$ cat config.mk
export PLATFORM = sky130hd
export DESIGN_NAME = fitbit_display_scheduler
export DESIGN_NICKNAME = d
export VERILOG_FILES = /design/src/rtl/fitbit_pkg.sv /design/src/rtl/bcd_serial_converter.sv /design/src/rtl/fitbit_display_scheduler.sv
export SDC_FILE = /design/constraint.sdc
export NUM_CORES = 1
export LEC_CHECK = 0
export ABC_AREA = 1
export ABC_CLOCK_PERIOD_IN_PS = 3650
export BUFFER_PORTS_ARGS = -buffer_cell sky130_fd_sc_hd__buf_4
export CORE_ASPECT_RATIO = 1.1
export CORE_MARGIN = 2
export CORE_UTILIZATION = 49
export DETAILED_ROUTE_END_ITERATION = 10
export PLACE_DENSITY = 0.75
export SYNTH_ARGS = -nofsm -noshare
export SYNTH_HDL_FRONTEND = slang
export SYNTH_SLANG_ARGS = --single-unit
$ cat constraint.sdc
create_clock -name clk -period 3.65 [get_ports clk]
set_clock_uncertainty 0.1 [all_clocks]
set_input_delay 0.1825 -clock clk [delete_from_list [all_inputs] [get_ports clk]]
set_output_delay 0.1825 -clock clk [all_outputs]
set_load 0.005 [all_outputs]
$ cat src/rtl/fitbit_pkg.sv
// Shared definitions for the display scheduler: metric mode encodings,
// BCD word width and the refresh FSM state encoding.
package fitbit_pkg;

  localparam int BCD_W = 16;

  localparam logic [1:0] MODE_STEPS   = 2'd0;
  localparam logic [1:0] MODE_MILES   = 2'd1;
  localparam logic [1:0] MODE_OVER32  = 2'd2;
  localparam logic [1:0] MODE_HIGHACT = 2'd3;

  typedef enum logic [1:0] {
    ST_IDLE  = 2'd0,
    ST_LOAD  = 2'd1,
    ST_SHIFT = 2'd2,
    ST_DONE  = 2'd3
  } sched_state_e;

endpackage

$ cat src/rtl/bcd_serial_converter.sv
// Serial double-dabble converter: loads a 16-bit binary value on start and
// performs one add-3/shift step per clock for 16 clocks, then pulses done
// for one cycle with the result held on bcd_o.
module bcd_serial_converter
  import fitbit_pkg::*;
(
  input  logic             clk,
  input  logic             reset,
  input  logic             start_i,
  input  logic [BCD_W-1:0] bin_i,
  output logic             busy_o,
  output logic             done_o,
  output logic [BCD_W-1:0] bcd_o
);

  logic [BCD_W-1:0] bin_q, bin_d;
  logic [BCD_W-1:0] bcd_q, bcd_d;
  logic [3:0]       cnt_q, cnt_d;
  logic             active_q, active_d;
  logic             done_q, done_d;

  // Adds 3 to every BCD digit that is 5 or more, ahead of the left shift.
  function automatic logic [BCD_W-1:0] add3(input logic [BCD_W-1:0] v);
    logic [BCD_W-1:0] r;
    r = v;
    for (int i = 0; i < 4; i++) begin
      if (v[4*i +: 4] >= 4'd5) begin
        r[4*i +: 4] = v[4*i +: 4] + 4'd3;
      end
    end
    return r;
  endfunction

  // Next-state: load on start, otherwise one dabble step per cycle while active.
  always_comb begin
    bin_d    = bin_q;
    bcd_d    = bcd_q;
    cnt_d    = cnt_q;
    active_d = active_q;
    done_d   = 1'b0;
    if (start_i && !active_q) begin
      bin_d    = bin_i;
      bcd_d    = '0;
      cnt_d    = 4'd0;
      active_d = 1'b1;
    end else if (active_q) begin
      {bcd_d, bin_d} = {add3(bcd_q), bin_q} << 1;
      cnt_d          = cnt_q + 4'd1;
      if (cnt_q == 4'd15) begin
        active_d = 1'b0;
        done_d   = 1'b1;
      end
    end
  end

  // Conversion registers; reset aborts any conversion in flight.
  always_ff @(posedge clk or posedge reset) begin
    if (reset) begin
      bin_q    <= '0;
      bcd_q    <= '0;
      cnt_q    <= 4'd0;
      active_q <= 1'b0;
      done_q   <= 1'b0;
    end else begin
      bin_q    <= bin_d;
      bcd_q    <= bcd_d;
      cnt_q    <= cnt_d;
      active_q <= active_d;
      done_q   <= done_d;
    end
  end

  assign busy_o = active_q;
  assign done_o = done_q;
  assign bcd_o  = bcd_q;

endmodule

$ cat src/rtl/fitbit_display_scheduler.sv
// Display scheduler: 1 Hz tick generation, metric rotation (auto dwell or
// button), refresh request/pending handling, saturation and atomic publish
// of the BCD conversion result.
// Optional build macro LEADING_ZERO_BLANK_EN enables the leading-zero blank
// mask on digit_blank; otherwise digit_blank is constant zero.
module fitbit_display_scheduler
  import fitbit_pkg::*;
#(
  parameter int TICK_DIV    = 50000000,
  parameter int DWELL_TICKS = 2,
  parameter int BCD_MAX     = 9999
) (
  input  logic        clk,
  input  logic        reset,
  input  logic [31:0] steps_total,
  input  logic [15:0] dist_miles,
  input  logic [15:0] over32_sec,
  input  logic [15:0] high_act_sec,
  input  logic        btn_next,
  input  logic        hold,
  output logic        tick,
  output logic [1:0]  disp_mode,
  output logic [15:0] bcd,
  output logic        is_miles,
  output logic        si,
  output logic        bcd_update,
  output logic        busy,
  output logic [3:0]  digit_blank
);

  localparam int DIV_W = (TICK_DIV > 1) ? $clog2(TICK_DIV) : 1;
  localparam int DW_W  = (DWELL_TICKS > 1) ? $clog2(DWELL_TICKS) : 1;
  localparam logic [DIV_W-1:0] DIV_LAST   = DIV_W'(TICK_DIV - 1);
  localparam logic [DW_W-1:0]  DWELL_LAST = DW_W'(DWELL_TICKS - 1);
  localparam logic [31:0]      SAT_MAX    = 32'(BCD_MAX);

  // Clamps a metric to the display ceiling; bit 16 flags that clamping occurred.
  function automatic logic [BCD_W:0] saturate(input logic [31:0] v);
    if (v > SAT_MAX) begin
      return {1'b1, SAT_MAX[BCD_W-1:0]};
    end
    return {1'b0, v[BCD_W-1:0]};
  endfunction

`ifdef LEADING_ZERO_BLANK_EN
  // Blanks zero digits above the most significant nonzero digit; digit 0 stays lit.
  function automatic logic [3:0] blank_mask(input logic [BCD_W-1:0] d);
    logic [3:0] m;
    m[3] = (d[15:12] == 4'd0);
    m[2] = m[3] && (d[11:8] == 4'd0);
    m[1] = m[2] && (d[7:4] == 4'd0);
    m[0] = 1'b0;
    return m;
  endfunction
`endif

  logic [DIV_W-1:0] div_q, div_d;
  logic [DW_W-1:0]  dwell_q, dwell_d;
  logic [1:0]       sel_q, sel_d;
  logic             tick_w, rot_w, adv_w, req_w;

  sched_state_e     state_q, state_d;
  logic             pending_q, pending_d;
  logic             publish_w;

  logic [31:0]      src_w;
  logic [BCD_W:0]   sat_w;
  logic [1:0]       mode_snap_q;
  logic             si_snap_q;

  logic             conv_start_w, conv_busy_w, conv_done_w;
  logic [BCD_W-1:0] conv_bcd_w;

  logic [BCD_W-1:0] bcd_q;
  logic [1:0]       mode_q;
  logic             is_miles_q, si_q, bcd_update_q;

  assign tick_w = (div_q == DIV_LAST);

  // Tick divider: free-running count that wraps at TICK_DIV-1.
  always_comb begin
    div_d = tick_w ? '0 : div_q + DIV_W'(1);
  end

  // Rotation: auto-advance after the dwell period unless held; the button
  // always advances, and a coincident rotating tick still advances only once.
  always_comb begin
    rot_w   = tick_w && !hold && (dwell_q == DWELL_LAST);
    adv_w   = btn_next || rot_w;
    sel_d   = sel_q;
    dwell_d = dwell_q;
    if (adv_w) begin
      sel_d   = sel_q + 2'd1;
      dwell_d = '0;
    end else if (tick_w && !hold && (dwell_q != DWELL_LAST)) begin
      dwell_d = dwell_q + DW_W'(1);
    end
    req_w = tick_w || adv_w;
  end

  // Tick and rotation state.
  always_ff @(posedge clk or posedge reset) begin
    if (reset) begin
      div_q   <= '0;
      dwell_q <= '0;
      sel_q   <= MODE_STEPS;
    end else begin
      div_q   <= div_d;
      dwell_q <= dwell_d;
      sel_q   <= sel_d;
    end
  end

  // Source select and saturation of the currently selected metric.
  always_comb begin
    unique case (sel_q)
      MODE_STEPS:  src_w = steps_total;
      MODE_MILES:  src_w = {16'd0, dist_miles};
      MODE_OVER32: src_w = {16'd0, over32_sec};
      default:     src_w = {16'd0, high_act_sec};
    endcase
    sat_w = saturate(src_w);
  end

  // Refresh FSM next-state: requests while busy merge into a single pending.
  always_comb begin
    state_d      = state_q;
    pending_d    = pending_q;
    publish_w    = 1'b0;
    conv_start_w = 1'b0;
    unique case (state_q)
      ST_IDLE: begin
        if (req_w) state_d = ST_LOAD;
      end
      ST_LOAD: begin
        conv_start_w = 1'b1;
        state_d      = ST_SHIFT;
        if (req_w) pending_d = 1'b1;
      end
      ST_SHIFT: begin
        if (req_w) pending_d = 1'b1;
        if (conv_done_w) begin
          publish_w = 1'b1;
          state_d   = ST_DONE;
        end
      end
      default: begin
        if (pending_q || req_w) begin
          state_d   = ST_LOAD;
          pending_d = 1'b0;
        end else begin
          state_d = ST_IDLE;
        end
      end
    endcase
  end

  // Refresh FSM state register.
  always_ff @(posedge clk or posedge reset) begin
    if (reset) begin
      state_q   <= ST_IDLE;
      pending_q <= 1'b0;
    end else begin
      state_q   <= state_d;
      pending_q <= pending_d;
    end
  end

  // Snapshot of mode and saturation flag, taken in LOAD alongside the converter load.
  always_ff @(posedge clk or posedge reset) begin
    if (reset) begin
      mode_snap_q <= MODE_STEPS;
      si_snap_q   <= 1'b0;
    end else if (state_q == ST_LOAD) begin
      mode_snap_q <= sel_q;
      si_snap_q   <= sat_w[BCD_W];
    end
  end

  bcd_serial_converter u_conv (
    .clk     (clk),
    .reset   (reset),
    .start_i (conv_start_w),
    .bin_i   (sat_w[BCD_W-1:0]),
    .busy_o  (conv_busy_w),
    .done_o  (conv_done_w),
    .bcd_o   (conv_bcd_w)
  );

  // Publish: all display outputs change together with a one-cycle update pulse.
  always_ff @(posedge clk or posedge reset) begin
    if (reset) begin
      bcd_q        <= '0;
      mode_q       <= MODE_STEPS;
      is_miles_q   <= 1'b0;
      si_q         <= 1'b0;
      bcd_update_q <= 1'b0;
    end else begin
      bcd_update_q <= publish_w;
      if (publish_w) begin
        bcd_q      <= conv_bcd_w;
        mode_q     <= mode_snap_q;
        is_miles_q <= (mode_snap_q == MODE_MILES);
        si_q       <= si_snap_q;
      end
    end
  end

`ifdef LEADING_ZERO_BLANK_EN
  logic [3:0] blank_q;

  // Blank mask is published with the digits it describes.
  always_ff @(posedge clk or posedge reset) begin
    if (reset) begin
      blank_q <= 4'b0000;
    end else if (publish_w) begin
      blank_q <= blank_mask(conv_bcd_w);
    end
  end

  assign digit_blank = blank_q;
`else
  assign digit_blank = 4'b0000;
`endif

  assign tick       = tick_w;
  assign disp_mode  = mode_q;
  assign bcd        = bcd_q;
  assign is_miles   = is_miles_q;
  assign si         = si_q;
  assign bcd_update = bcd_update_q;
  assign busy       = (state_q != ST_IDLE) || conv_busy_w;

endmodule
# == Yosys cells after proc, flatten, opt, wreduce, memory -nomap -nowiden ==
# Index checks and enable logic that the tools add are counted.
# classes
add_sub_neg,8
n_lt_le_gt_ge,5
n_eq_ne,10
mux,33
n_bitwise,2
reduce_logical,19
# ops
op,n
32-bit case mux with 3 select lines,1
16-bit 2-to-1 mux,4
17-bit 2-to-1 mux,2
"32-bit by 14-bit greater-than comparator with 1-bit output, second input constant",1
"26-bit by 1-bit adder with 26-bit output, second input constant",1
"26-bit equality test, second input constant",1
26-bit 2-to-1 mux,1
4-bit 2-to-1 mux,5
"4-bit by 3-bit >= comparator with 1-bit output, second input constant",4
1-bit 2-to-1 mux,15
"4-bit by 2-bit adder with 4-bit output, second input constant",3
2-bit nonzero test,4
"2-bit by 1-bit equality test with 1-bit output, second input constant",3
2-bit case mux with 3 select lines,1
"4-bit by 1-bit adder with 4-bit output, second input constant",1
"2-bit equality test, second input constant",2
"4-bit equality test, second input constant",1
1-bit logical AND,4
2-bit logical NOT,2
1-bit logical OR,4
2-bit 2-to-1 mux,2
"2-bit by 1-bit != test with 1-bit output, second input constant",2
"3-bit by 2-bit adder with 3-bit output, second input constant",1
3-bit 2-to-1 mux,1
other kinds (9),11
# word_totals
reg_bits,94
inputBits,84
out_inout_bits,27
wordCells,94

# == Depth between registers and ports, before layout ==
# Gate-level depths: netlist (run 1).
# depth
ltp_word,8
mapped_depth,17

# == Modules after synthesis ==
# A second synthesis (run 1) with hierarchy kept.
# hier_totals
hier_cells,720
area_unflattened_um2,5477.8
# modules_own_cells
module,n_inst,cells_per_inst,area_per_inst_um2
fitbit_display_scheduler,1,484,3460.8
bcd_serial_converter,1,236,2016.9

# == Least setup slack after synthesis (run 1) ==
# Ideal clock, no wire load.
# synth_timing
path_kind,register to register
startpoint,register sel_q[0]
endpoint,register u_conv.bin_q[1]
setup_time_ns,0.121
t_arrival_ns,1.706
required_ns,3.429
path_slack_ns,1.723
path_stages_with_launch,16
n_path_buf,3
path_cell_list,dfrtp_1 inv_1 ha_1 buf_6 buf_6 nand2_1 nand2_1 o22ai_1 nand2_1 nor2_1 nand2_1 nand2_2 buf_6 nand2_2 nand2_1 nand2_1
# synth_between
elab_chain_cells,6
word_cells_on_any_way,8
cone_classes,order compare (1); eq/ne (2); mux (4); reduce/logical (1)
# synth_rtl
item,line_no,text
from (decl),fitbit_display_scheduler.sv:59,"logic [1:0] sel_q, sel_d;"
from (signal assigned),fitbit_display_scheduler.sv:110,sel_q <= sel_d;
"2-bit equality test, or another cell as far along",fitbit_display_scheduler.sv:116,unique case (sel_q)
32-bit case mux with 3 select lines *,fitbit_display_scheduler.sv:116,
32-bit by 14-bit greater-than comparator with 1-bit output,fitbit_display_scheduler.sv:39,if (v > SAT_MAX) begin
1-bit 2-to-1 mux,fitbit_display_scheduler.sv:39,
17-bit 2-to-1 mux *,fitbit_display_scheduler.sv:42,"return {1'b0, v[BCD_W-1:0]};"
16-bit 2-to-1 mux *,bcd_serial_converter.sv:41,if (start_i && !active_q) begin
to (signal assigned),bcd_serial_converter.sv:65,bin_q <= bin_d;
to (decl),bcd_serial_converter.sv:16,"logic [BCD_W-1:0] bin_q, bin_d;"
# Mark *: on every way between the ends. The rest lies on a longest branch, timed or not.
# A chain may end at the register's enable or synchronous reset.

# == Final worst setup path (run 1) ==
# layout_timing
startpoint,register div_q[0]
endpoint,output tick
# layout_between
elab_chain_cells,1
# layout_rtl
item,line_no,text
from (decl),fitbit_display_scheduler.sv:57,"logic [DIV_W-1:0] div_q, div_d;"
from (signal assigned),fitbit_display_scheduler.sv:108,div_q <= div_d;
26-bit equality test,fitbit_display_scheduler.sv:78,assign tick_w = (div_q == DIV_LAST);
to (decl),fitbit_display_scheduler.sv:21,"output logic tick,"
# Every way passes these cells.

==> results.sh, run 1 <==
export IMPL_final_hold_viol_count=0
export IMPL_startpoint_type="register"
export IMPL_ant_nets=0
export IMPL_mostFrequentLayoutCell="nand2_1"
export IMPL_grt_pass1_wl_mm=20.7
export IMPL_layout_common_cells="nand2_1, buf_4, dfrtp_1"
export IMPL_critPathMaxFanout=6
export IMPL_routabilityCongestion=0.942
export IMPL_hold_path_end="dwell_q$_DFFE_PP0P_"
export IMPL_timing_final_ws_setup_ps=1140
export IMPL_period_minus_slack_ps=2510
export IMPL_path_class="reg2out"
export IMPL_htreeDepth=3
export IMPL_powerDensity_nw_per_um2=660
export IMPL_clkTransAtPathRegs_ps=60
export IMPL_cp_cell_sequence="ha_1, nand2_1, nor2_4, nand3_1, nor3_1, buf_4"
export IMPL_cts_buffers=9
export IMPL_grt_pass1_vias=4598
export IMPL_cts_tree="built"
export IMPL_track_usage_pct=22.5
export IMPL_rsz0062_at_grt="false"
export IMPL_reg2reg_depth=14
export IMPL_maxSlewHeadroom_pct=31.4
export IMPL_whs_path_depth=4
export IMPL_fillers=934
export IMPL_min_delay_start="hold"
export IMPL_drc=0
export IMPL_vias_per_cell=5.12
export IMPL_fin_util_pct=61.0
export IMPL_rr_endpoint="u_conv.bin_q[9]$_DFFE_PP0P_"
export IMPL_slowest_stage="nor3_1"
export IMPL_rows=39
export IMPL_start_util_pct=50.3
export IMPL_syn_instance_count=674
export IMPL_max_stage_delay_ps=580
export IMPL_cp_required_ps=3370
export IMPL_finalSetupTns_ps=0
export IMPL_synthDistinctLibCells=40
export IMPL_synth_seq_cells=94
export IMPL_setup_viol=0
export IMPL_dp_hpwl_mm=9.32
export IMPL_insertion_delay_ps=340
export IMPL_cts_root_buf="clkbuf_16"
export IMPL_vdd_drop_max_uv=307
export IMPL_min_path_type="in2reg"
export IMPL_maxSlewViolCount=0
export IMPL_dp_slack_ps=1240
export IMPL_arrival_ps=2230
export IMPL_grt_max_degree=58
export IMPL_dieHeight_microns=112
export IMPL_multi_input_area_sq_um=2440
export IMPL_synth_top_area_share_pct=45.0
export IMPL_max_freq_ghz=0.398
export IMPL_max_cap_violations=0
export IMPL_antennaDiodeCount=0
export IMPL_core_sq_um=10400
export IMPL_clock_path_buffers=2
export IMPL_drive_gt1_share_pct=18.6
export IMPL_syn_area_sq_um=5230
export IMPL_clock_sinks=94
export IMPL_drt_iter0_drc=296
export IMPL_drt_first_pass_iters=5
export IMPL_tightest_slew_ps=1030
export IMPL_dieArea_sq_um=11500
export IMPL_status="complete, no violations"
export IMPL_fin_nets=873
export IMPL_wirelength_mm=12.1
export IMPL_antenna_found_initial=0
export IMPL_r2r_start="sel_q[0]$_DFFE_PP0P_"
export IMPL_pin_count=111
export IMPL_cp_end_kind="output pin"
export IMPL_synth_area_per_cell_sq_um=7.76
export IMPL_hold_slack_ps=11.6
export IMPL_io_buffers=106
export IMPL_r2r_slack_ps=1270
export IMPL_p_leak_nw=3.21
export IMPL_ys_warn_count=0
export IMPL_seq_area_frac_synth_pct=45.0
export IMPL_netlist_top_cell_by_area="dfrtp_1"
export IMPL_yosys_top_cells_area="dfrtp_1, nand2_1, inv_1"
export IMPL_drt_wirelength_per_cell_microns=13.2
export IMPL_seqCellArea_sq_um=2350
export IMPL_via_count=4702
export IMPL_grt_overflow=0
export IMPL_dieWidth_microns=103
export IMPL_fin_crit_sh_pct=68.8
export IMPL_areaGrowthSynthToFinish_pct=21.1
-- cell families after synthesis --
logic type,after synthesis,synth area share [%]
compound gates,100,10.9
xor+xnor,14,2.34
fa+ha+maj,18,4.30
buf+inv,100,8.66
flops,94,45.0
other cells,1,0.0717
simple gates,347,28.8
-- what timing repair did --
action	in CTS	in global routing
endpoints found under the hold margin	55	0
hold buffers	1	0
gates resized for setup	0	0
endpoints found under the setup margin	0	0
setup buffers	0	0
-- worst max path at each step --
stage                          from                           end  slack (ps)  cells after the start
2_1_floorplan                 reset            bcd[0]$_DFFE_PP0P_         920                      1
3_3_place_gp   sel_q[0]$_DFFE_PP0P_   u_conv.bin_q[8]$_DFFE_PP0P_        1330                     13
4_1_cts          div_q[0]$_DFF_PP0_                          tick        1180                      6
3_5_place_dp   sel_q[0]$_DFFE_PP0P_   u_conv.bin_q[3]$_DFFE_PP0P_        1240                     14
5_1_grt        sel_q[0]$_DFFE_PP0P_  u_conv.bin_q[10]$_DFFE_PP0P_         920                     14
6_report         div_q[0]$_DFF_PP0_                          tick        1140                      6
-- metal layers --
layer | up-vias | global-route usage [%] | wire (microns)
li1 | 2375 | - | -
met5 | - | 0 | 0
met3 | 17 | 4.36 | 729
met1 | 2140 | 30.1 | 5430
met2 | 170 | 36.3 | 5670
met4 | 0 | 8.18 | 253
-- stage by stage --
step	power (mW)	area, sq um	instances
floorplan	2.90	5240	677
global placement	3.26	6060	902
detailed placement	3.34	6060	902
CTS	4.21	6340	918
global route	4.57	6340	918
finish	4.18	6340	918
-- flip-flops by register name, indices dropped and copies added (netlist names) --
signal and flops:
si_snap_q 1, u_conv.bin_q 16, disp_mode 2, state_q 2, si 1, u_conv.bcd_o 16
is_miles 1, u_conv.cnt_q 4, bcd_update 1, u_conv.busy_o 1, u_conv.done_o 1, pending_q 1
dwell_q 1, div_q 26, sel_q 2, mode_snap_q 2, bcd 16
-- power by group --
group	internal, mW	switching, mW
Clock	0.477	0.377
Combinational	0.706	1.05
Sequential	1.35	0.221
-- critical path: cells and delay by family (launching register included) --
| kind | cells | cell delay [ps] |
|---|---|---|
| and+or+nand+nor | 4 | 990 |
| DFF | 1 | 450 |
| buffers and inverters | 1 | 220 |
| adders and majority gates | 1 | 220 |
-- cell usage after synthesis, drive strengths merged --
| cell type | instances |
|---|---|
| xor2 | 11 |
| a21oi | 15 |
| o21bai | 2 |
| a22oi | 13 |
| and3 | 1 |
| o21ai | 54 |
| nand4 | 19 |
| o211ai | 1 |
| buf | 17 |
| nand3 | 41 |
| xnor2 | 3 |
| ha | 18 |
| or2 | 5 |
| nor3 | 14 |
| inv | 73 |
| nand2 | 195 |
| conb | 1 |
| nor2 | 68 |
| o32ai | 1 |
| clkbuf | 9 |
| dfrtp | 94 |
| nor4 | 4 |
| a21boi | 1 |
| clkinv | 1 |
| a211oi | 3 |
| o22ai | 8 |
| a22o | 1 |
| a31oi | 1 |
-- layout make-up --
class	count	share of cell area [%]
Multi-Input combinational cell	483	38.5
Inverter	74	4.40
Tap cell	143	2.82
Timing Repair Buffer	109	13.0
Sequential cell	94	37.1
Clock buffer	12	3.89
Clock inverter	3	0.336
Note: power is estimated with default switching activity, not from simulation.
==> run 2: changes to the inputs <==
Settings changed: ABC_CLOCK_PERIOD_IN_PS 3650 to 2200, PLACE_DENSITY 0.75 to 0.78.
Clock period 3.65 ns to 2.2 ns, I/O delays scaled along.
==> run 2 against run 1 <==
  * The run now ends with hold timing left
  * Clock power rose by 81%
  * Combinational power is 85% higher
  * Cell count up 2.0%
  * Critical path depth increased by 1
  * Via count grew 2.3%
  * Utilization grew 2.3 points
  * Routed wire length rose by 5.7%
  * Die area is the same
  * Largest cell class unchanged
  * Highest routed layer unchanged
==> results.sh, run 2 (synthesized netlist as in run 1, its figures left out) <==
export IMPL_whs_path_depth=5
export IMPL_path_class="reg2out"
export IMPL_fin_crit_sh_pct=93.8
export IMPL_cts_tree="built"
export IMPL_tightest_slew_ps=661
export IMPL_core_sq_um=10400
export IMPL_io_buffers=106
export IMPL_start_util_pct=50.3
export IMPL_grt_pass1_wl_mm=21.2
export IMPL_powerDensity_nw_per_um2=1120
export IMPL_min_delay_start="high_act_sec[8]"
export IMPL_max_stage_delay_ps=380
export IMPL_antennaDiodeCount=0
export IMPL_p_leak_nw=3.32
export IMPL_rsz0062_at_grt="false"
export IMPL_fin_nets=890
export IMPL_pin_count=111
export IMPL_drt_first_pass_iters=5
export IMPL_hold_path_end="u_conv.bin_q[8]$_DFFE_PP0P_"
export IMPL_dieHeight_microns=112
export IMPL_period_minus_slack_ps=2060
export IMPL_rr_endpoint="u_conv.bin_q[10]$_DFFE_PP0P_"
export IMPL_maxSlewViolCount=0
export IMPL_finalSetupTns_ps=0
export IMPL_wirelength_mm=12.8
export IMPL_fin_util_pct=63.2
export IMPL_placedCellCount=916
export IMPL_r2r_start="sel_q[0]$_DFFE_PP0P_"
export IMPL_clkTransAtPathRegs_ps=60
export IMPL_arrival_ps=1850
export IMPL_max_cap_violations=0
export IMPL_vias_per_cell=5.14
export IMPL_ant_nets=0
export IMPL_cp_end_kind="output pin"
export IMPL_vdd_drop_max_uv=562
export IMPL_via_count=4808
export IMPL_layout_common_cells="nand2_1, buf_4, dfrtp_1"
export IMPL_drive_gt1_share_pct=21.6
export IMPL_drc=0
export IMPL_drt_iter0_drc=267
export IMPL_areaGrowthSynthToFinish_pct=25.6
export IMPL_dieWidth_microns=103
export IMPL_insertion_delay_ps=350
export IMPL_clock_path_buffers=2
export IMPL_grt_max_degree=39
export IMPL_mostFrequentLayoutCell="nand2_1"
export IMPL_clock_sinks=94
export IMPL_track_usage_pct=23.3
export IMPL_cp_required_ps=1990
export IMPL_cp_cell_sequence="ha_1, nand2_1, nor2_4, nand3_1, nor3_1, buf_4, buf_4"
export IMPL_cts_buffers=9
export IMPL_slowest_stage="dfrtp_1"
export IMPL_min_path_type="in2reg"
export IMPL_max_freq_ghz=0.484
export IMPL_dieArea_sq_um=11500
export IMPL_dp_hpwl_mm=9.86
export IMPL_grt_pass1_vias=4669
export IMPL_cpMostUsedCell="buf_4"
export IMPL_antenna_found_initial=0
export IMPL_critPathMaxFanout=4
export IMPL_violations="hold timing"
export IMPL_reg2reg_depth=14
export IMPL_setup_viol=0
export IMPL_startpoint_type="register"
export IMPL_routabilityCongestion=0.928
export IMPL_cts_root_buf="clkbuf_16"
export IMPL_finalPower_mw=7.38
export IMPL_r2r_slack_ps=200
export IMPL_grt_overflow=0
export IMPL_final_cells=936
export IMPL_htreeDepth=3
export IMPL_hold_slack_ps=-2.42
export IMPL_largest_reg_flops=26
export IMPL_final_hold_viol_count=1
export IMPL_drt_wirelength_per_cell_microns=13.6
export IMPL_rows=39
export IMPL_regMostFlops="div_q"
export IMPL_status="complete, but fails checks"
export IMPL_maxSlewHeadroom_pct=55.8
run 2: cell count changes in the layout (fill, tap and decap cells not counted), sizes merged:
cell | previous run | this run
nand2 | 195 | 196
dlygate4sd3 | 1 | 2
bufinv | 0 | 1
buf | 108 | 123
clkbuf | 12 | 9
clkinv | 4 | 5
inv | 72 | 74
run 2: where the power goes:
part / total (mW) / switching, mW / internal, mW / leakage, nW
Combinational: 3.23 / 1.86 / 1.36 / 1.95
Clock: 1.55 / 0.667 / 0.884 / 0.150
Sequential: 2.60 / 0.350 / 2.25 / 1.22
Total: 7.38 / 2.88 / 4.50 / 3.32
run 2: worst max path at each step:
stage / start / end / depth (start not counted)
6_report: div_q[1]$_DFF_PP0_ / tick / 7
5_1_grt: sel_q[1]$_DFFE_PP0P_ / u_conv.bin_q[10]$_DFFE_PP0P_ / 14
4_1_cts: sel_q[1]$_DFFE_PP0P_ / u_conv.bin_q[10]$_DFFE_PP0P_ / 14
3_5_place_dp: sel_q[0]$_DFFE_PP0P_ / u_conv.bin_q[10]$_DFFE_PP0P_ / 14
3_3_place_gp: sel_q[0]$_DFFE_PP0P_ / u_conv.bin_q[7]$_DFFE_PP0P_ / 13
2_1_floorplan: sel_q[0]$_DFFE_PP0P_ / u_conv.bin_q[1]$_DFFE_PP0P_ / 15
run 2: timing repair:
action | 4_1_cts | 5_1_grt
pin swaps | 0 | 1
cloned | 0 | 1
buffers inserted | 0 | 1
hold buffers | 2 | 0
setup endpoints to repair | 10 | 14
hold endpoints to repair | 27 | 0
gates resized for setup | 2 | 11
run 2: layout make-up:
cell class	count	area, sq um
clock inverters	7	71.3
clock buffers	9	225
repair buffers	125	968
flip-flops and latches	94	2350
multi-input cells	484	2490
inverters	74	284
fillers	878	3820
well taps	143	179
run 2: routing by layer:
metal	global-route usage, %	part of all wire [%]	vias to the layer above
met5	0	0	-
met4	9.16	2.4	0
met3	4.17	5.4	18
met2	37.5	48	151
met1	31.1	45	2225
li1	-	-	2414
run 2: per-stage QoR:
| step | setup slack (ps) | cell area [sq um] |
|---|---|---|
| 4_1_cts | 7.34 | 6510 |
| 6_report | 136 | 6570 |
| 2_1_floorplan | 273 | 5250 |
| 3_3_place_gp | 76.5 | 6190 |
| 5_1_grt | 13.6 | 6570 |
| 3_5_place_dp | -14.4 | 6190 |
run 2: critical path: cells and delay by family, from the launching register on:
kind | cells | cell delay (ps)
AND/OR/NAND/NOR | 4 | 650
adder cells (fa/ha/maj) | 1 | 200
buffers and inverters | 2 | 290
flip-flops | 1 | 380
